--- config.mk ---
export PLATFORM = sky130hd
export DESIGN_NAME = tank_hit_sequencer
export DESIGN_NICKNAME = d
export VERILOG_FILES = /design/src/rtl/tank_hit_sequencer.sv
export SDC_FILE = /design/constraint.sdc
export NUM_CORES = 1
export LEC_CHECK = 0
export BUFFER_PORTS_ARGS = -buffer_cell sky130_fd_sc_hd__buf_2
export CORE_MARGIN = 10
export CORE_UTILIZATION = 62
export DETAILED_ROUTE_END_ITERATION = 12
export PLACE_DENSITY = 0.8
export SETUP_SLACK_MARGIN = 0.3
export SLEW_MARGIN = 30
export SYNTH_ARGS = -nofsm -noshare
export SYNTH_HDL_FRONTEND = slang
export SYNTH_HIERARCHICAL = 1
export SYNTH_SLANG_ARGS = --single-unit
--- constraint.sdc ---
create_clock -name clock -period 2.8 [get_ports clock]
set_input_delay 0.56 -clock clock [delete_from_list [all_inputs] [get_ports clock]]
set_output_delay 0.56 -clock clock [all_outputs]
set_load 0.005 [all_outputs]
--- src/rtl/tank_hit_sequencer.sv ---
// Hit/respawn sequencer for the two-tank game: per-tank burst, bot reset
// and invulnerability windows, plus scoring and winner detection.

module tank_fsm #(
  parameter logic [31:0] BURST_CYCLES = 32'd50331648,
  parameter logic [31:0] RESET_CYCLES = 32'd17,
  parameter logic [31:0] GUARD_CYCLES = 32'd25000000
) (
  input  logic clock,
  input  logic reset,
  input  logic accept,
  input  logic restart,
  output logic alive,
  output logic burst,
  output logic bot_reset,
  output logic guard
);

  typedef enum logic [1:0] {
    ALIVE,
    BURST,
    RESPAWN,
    GUARD
  } state_t;

  state_t      state;
  state_t      state_next;
  logic [31:0] count;
  logic [31:0] count_next;

  always_ff @(posedge clock) begin
    if (!reset) begin
      state <= ALIVE;
      count <= '0;
    end else begin
      state <= state_next;
      count <= count_next;
    end
  end

  // count holds the cycles left in the current window minus one
  always_comb begin
    state_next = state;
    count_next = count;
    unique case (state)
      ALIVE: begin
        if (accept) begin
          state_next = BURST;
          count_next = BURST_CYCLES - 32'd1;
        end
      end
      BURST: begin
        if (count == '0) begin
          state_next = RESPAWN;
          count_next = RESET_CYCLES - 32'd1;
        end else begin
          count_next = count - 32'd1;
        end
      end
      RESPAWN: begin
        if (count == '0) begin
          state_next = GUARD;
          count_next = GUARD_CYCLES - 32'd1;
        end else begin
          count_next = count - 32'd1;
        end
      end
      GUARD: begin
        if (count == '0) begin
          state_next = ALIVE;
          count_next = '0;
        end else begin
          count_next = count - 32'd1;
        end
      end
      default: begin
        state_next = ALIVE;
        count_next = '0;
      end
    endcase
    if (restart) begin
      state_next = RESPAWN;
      count_next = RESET_CYCLES - 32'd1;
    end
  end

  assign alive     = (state == ALIVE);
  assign burst     = (state == BURST);
  assign bot_reset = (state == RESPAWN);
  assign guard     = (state == GUARD);

endmodule

module tank_hit_sequencer #(
  parameter logic [31:0] BURST_CYCLES = 32'd50331648,
  parameter logic [31:0] RESET_CYCLES = 32'd17,
  parameter logic [31:0] GUARD_CYCLES = 32'd25000000,
  parameter logic [3:0]  WIN_SCORE    = 4'd5
) (
  input  logic       clock,
  input  logic       reset,
  input  logic       hit_red,
  input  logic       hit_blue,
  input  logic       start,
  output logic       burst_red,
  output logic       burst_blue,
  output logic       bot_reset_red,
  output logic       bot_reset_blue,
  output logic       guard_red,
  output logic       guard_blue,
  output logic [3:0] score_red,
  output logic [3:0] score_blue,
  output logic       game_over,
  output logic [1:0] winner
);

  logic       alive_red;
  logic       alive_blue;
  logic       accept_red;
  logic       accept_blue;
  logic       restart;
  logic [3:0] red_next;
  logic [3:0] blue_next;
  logic       win_red;
  logic       win_blue;

  always_comb begin
    accept_red  = hit_red & alive_red & ~game_over;
    accept_blue = hit_blue & alive_blue & ~game_over;
    restart     = start & game_over;
    // a hit on one tank scores for the other
    red_next    = score_red + {3'b000, accept_blue};
    blue_next   = score_blue + {3'b000, accept_red};
    win_red     = (red_next == WIN_SCORE);
    win_blue    = (blue_next == WIN_SCORE);
  end

  always_ff @(posedge clock) begin
    if (!reset) begin
      score_red  <= '0;
      score_blue <= '0;
      game_over  <= 1'b0;
      winner     <= 2'b00;
    end else if (restart) begin
      score_red  <= '0;
      score_blue <= '0;
      game_over  <= 1'b0;
      winner     <= 2'b00;
    end else if (!game_over) begin
      score_red  <= red_next;
      score_blue <= blue_next;
      if (win_red | win_blue) begin
        game_over <= 1'b1;
        winner    <= {win_blue, win_red};
      end
    end
  end

  tank_fsm #(
    .BURST_CYCLES(BURST_CYCLES),
    .RESET_CYCLES(RESET_CYCLES),
    .GUARD_CYCLES(GUARD_CYCLES)
  ) u_red (
    .clock    (clock),
    .reset    (reset),
    .accept   (accept_red),
    .restart  (restart),
    .alive    (alive_red),
    .burst    (burst_red),
    .bot_reset(bot_reset_red),
    .guard    (guard_red)
  );

  tank_fsm #(
    .BURST_CYCLES(BURST_CYCLES),
    .RESET_CYCLES(RESET_CYCLES),
    .GUARD_CYCLES(GUARD_CYCLES)
  ) u_blue (
    .clock    (clock),
    .reset    (reset),
    .accept   (accept_blue),
    .restart  (restart),
    .alive    (alive_blue),
    .burst    (burst_blue),
    .bot_reset(bot_reset_blue),
    .guard    (guard_blue)
  );

endmodule

# After elaboration in Yosys (flattened, before gate mapping)
# Cells that the tools add are included.
# op_classes
n_eq_ne	24
n_bitwise	8
order_cmp	0
shifts	0
muxes	26
div_mod_pow	0
mul	0
reduce_logical	10
addsub	4
# ops
cell	count
$mux 32	8
$pmux 32 s4	2
$logic_not 32->1	2
$sub 32x1->32 const B	2
$ne 3x1->1 const B	8
$mux 2	10
$ne 2x1->1 const B	8
$pmux 2 s4	2
$reduce_and 4->1	4
$mux 5	2
$add 4x1->4	2
$eq 2x2->1 const B	4
$eq 4x3->1 const B	2
$and 1x1->1	5
$eq 2x1->1 const B	2
$logic_not 2->1	2
$mux 1	2
$not 1->1	2
$reduce_and 2->1	1
$reduce_or 2->1	1
$or 1x1->1	1
# totals
reg_bits	79
in_bits	5
output_inout_bits	17
latch_bits	0
mem_bits_ro	0
wordCells	84
mem_count	0
mem_bits_rw	0

# Logic depth before layout (Yosys ltp)
# logic_depth
ltp_word	8
depth_mapped	10

# By module
# The synthesis kept the hierarchy.
# modules_own_cells
mod	seq_area_each_um2	area_per_inst_um2	n_inst	cells_per_inst
tank_fsm	680.7	2031.9	2	255
tank_hit_sequencer	220.2	580.6	1	63

# Worst setup path before layout
# No wires, ideal clock.
# synth_path
path_type	reg2reg
from	register u_blue.count[0]
to	register u_blue.count[16]
setup_ns	0.135
path_stages_with_launch	10
slack_ns	0.469
path_buffers	1
arrival_ns	2.196
synth_period_minus_slack_ns	2.331
path_cell_list	dfxtp_1 > inv_1 > ha_1 > or4b_1 > nor4_2 > and3_1 > buf_2 > nor2_1 > o31ai_4 > nor3_1
# synth_via
elab_chain_len	3
word_cells_on_any_way	6
classes_between	add/sub: 1; mux: 4; reduce/logical: 1
# synth_lines
item	line_no	rtl
start, declared	28	logic [31:0] count;
start signal, assigned	37	count <= count_next;
$sub 32x1->32 / $logic_not 32->1 (equally long branches)	--	
$mux 32, on equally long branches	69, 53, 61	
$pmux 32 s4 (*)	45	unique case (state)
# Mark *: on every way between the ends. The rest lies on a longest branch, timed or not.
# A chain may end at the register's enable or synchronous reset.

# Final worst setup path
# layout_path
from	register u_blue.count[2]
to	register u_blue.count[27]
# The elaborated chain is that of the path after synthesis.

==> metrics.txt <==
slowest cell on the critical path nor4_1; Mapped Cells 573; Post-synth ARST share 0; Avg Cell Area, Syn 8.11 µm²; largest net degree at the start of global routing 31; Fmax 0.414 GHz; initial antenna violation count 0; first-pass GRT wire length 20.7 mm; I/O Buffers 21; nets 636; most frequent cells in the layout dfxtp_1 (79), nor2_1 (76), a21oi_1 (39), buf_4 (35), nand2_1 (34); period utilization 0.862; clk sinks 79; critical path's top delay family simple AND/OR/NAND/NOR gates; sequential share of the synthesized area 0.341; Avg WL per Cell 17.5 µm; status completed; WP data arrival 2.66 ns; DRT iter0 DRCs 250; final std cells w/o fill 718; critical path, cell by cell nor4_1, nand4_1, or4_1, a21o_1, a22o_1; final setup violation count 0; vias in the first global route 4452; Max-Cap Viols 0; GRT Util Overall 0.217; crit end category flop; final worst-path setup slack 0.385 ns; unrepaired setup endpoints after global routing false; layout cell share with drive strength beyond 1 0.174; most common cell after layout, fill and taps aside dfxtp_1; Worst Path Required 3.04 ns; Post-Route WL 12.6 mm; Diodes inserted 0; #FFs+latches synth 79; Worst slew margin 0.555; pre-CTS setup slack 0.233 ns; H-tree levels 3; CTS Buf Count 9; Setup TNS 0 ns; TritonRoute pass-1 iters 6; Die H 107 µm; Setup Crit Path Kind flop to flop; Distinct cells, synth 51; Clk Latency, worst-skew pair 0.35 ns; critical path launch point type flop; row cnt 31; area delta synth->final 15.5%; LEAKAGE 2.12 nW; CTS tree yes; GP Congestion 0.940; die area 11400 µm²; warnings from Yosys 6; number of buffers on the longest clock path 2; Clock Skews 0.00873 ns; CP max FO 8; EDFF count, synth 0; GRT overflow 0; fill cell count 582; pwr dens 1440 nW/µm²; Remaining DRCs 0; Buf+Inv Stages, Crit Path 0; Final Max Tran Viols 0; final hold violations 0; Tightest Pin Transition 0.661 ns; Post-CTS Hold Buffers 0; Worst-path clk slew 0.08 ns; DR vias/cell 6.65; Initial Util 0.640; Main synth FF type dfxtp_1; Placed Cells 698; synthesized cell area 4640 µm²; Core ar. 7250 µm²; root buffer cell clkbuf_8; Min-Delay Path Class flop to flop; Die Span X 107 µm; final antenna-violating net count 0; worst hold slack 0.462 ns; vias 4776; CP max stage delay 0.59 ns; Peak supply drop 1.04 mV; min Tclk post-route 2.41 ns; net count after synthesis 594; IO Pins 22; HPWL after detailed placement 8.59 mm
[kinds of logic after synthesis]
family / synth area share
flip-flops: 0.341
buffers and inverters: 0.0353
multiplexers: 0.0129
AO/OA/AOI/OAI: 0.262
XOR/XNOR: 0.0151
AND/OR/NAND/NOR: 0.291
adder cells (fa/ha/maj): 0.0431
[what timing repair did]
action                     CTS  global route
gates resized for setup      3            17
setup endpoints to repair   11            60
pin swaps                    1             2
buffers inserted             2             3
[synth_stat cells (all sizes together), types with 4 or more instances]
master	n	area, µm²
mux2i	6	60.1
nand4	6	37.5
clkbuf	20	75.1
a211oi	8	60.1
nand2b	7	43.8
a21o	6	45.0
nand4b	4	35.0
dfxtp	79	1580
o221a	12	135
o21ai	26	138
nand2	34	128
a31oi	8	50.1
o31ai	7	80.1
a311oi	20	175
nor4	21	156
nor2	78	293
ha	16	200
inv	17	63.8
and3	10	62.6
or3	13	81.3
a21oi	41	213
o311a	7	70.1
o21a	10	75.1
a41oi	4	42.6
nor3b	4	30.0
or4	14	105
nand3	16	80.1
nor3	30	150
o22ai	6	37.5
xnor2	6	52.6
and4	6	52.6
buf	5	25.0
[through the flow]
step | power, mW | instance area (µm²) | utilization
floorplan | 5.17 | 4640 | -
global placement | 6.26 | 5000 | 0.689
detailed placement | 6.40 | 5000 | 0.689
CTS | 7.43 | 5250 | 0.724
global route | 8.34 | 5370 | 0.740
finish | 7.74 | 5370 | 0.740
[power breakdown]
part / total [mW] / internal (mW) / switching, mW / leakage [nW]
Clock: 0.931 / 0.519 / 0.411 / 0.109
Combinational: 4.75 / 1.88 / 2.87 / 1.36
Sequential: 2.06 / 1.54 / 0.519 / 0.649
[registers in the layout (all words and copies together) (netlist names)]
signal,flops
score_red,4
game_over,1
u_blue/count,32
winner,2
u_red/count,32
score_blue,4
u_blue/state,2
u_red/state,2
[routing by layer]
metal / track usage / up-vias / part of all wire
met5: 0 / - / 0
met4: 0.0899 / 0 / 0.036
met3: 0.0489 / 43 / 0.060
met2: 0.375 / 184 / 0.49
met1: 0.252 / 2250 / 0.41
li1: - / 2299 / -
[area by class of cell]
class,instances,area (µm²),share of cell area
clock buffer,11,141,0.0263
clock inverter,4,70.1,0.0131
inverter,17,63.8,0.0119
multi-input combinational,452,3020,0.562
sequential,79,1580,0.295
tap,99,124,0.0231
timing repair buffer,56,368,0.0685
[worst paths after layout]
kind | cells past startpoint | startpoint | slack (ns) | endpoint
min | 1 | u_red/count[23] | 0.46 | u_red/count[23]
min reg2reg | 1 | u_red/count[23] | 0.46 | u_red/count[23]
max | 5 | u_blue/count[2] | 0.39 | u_blue/count[27]
max reg2reg | 5 | u_blue/count[2] | 0.39 | u_blue/count[27]
(Power assumes the default switching activity.)
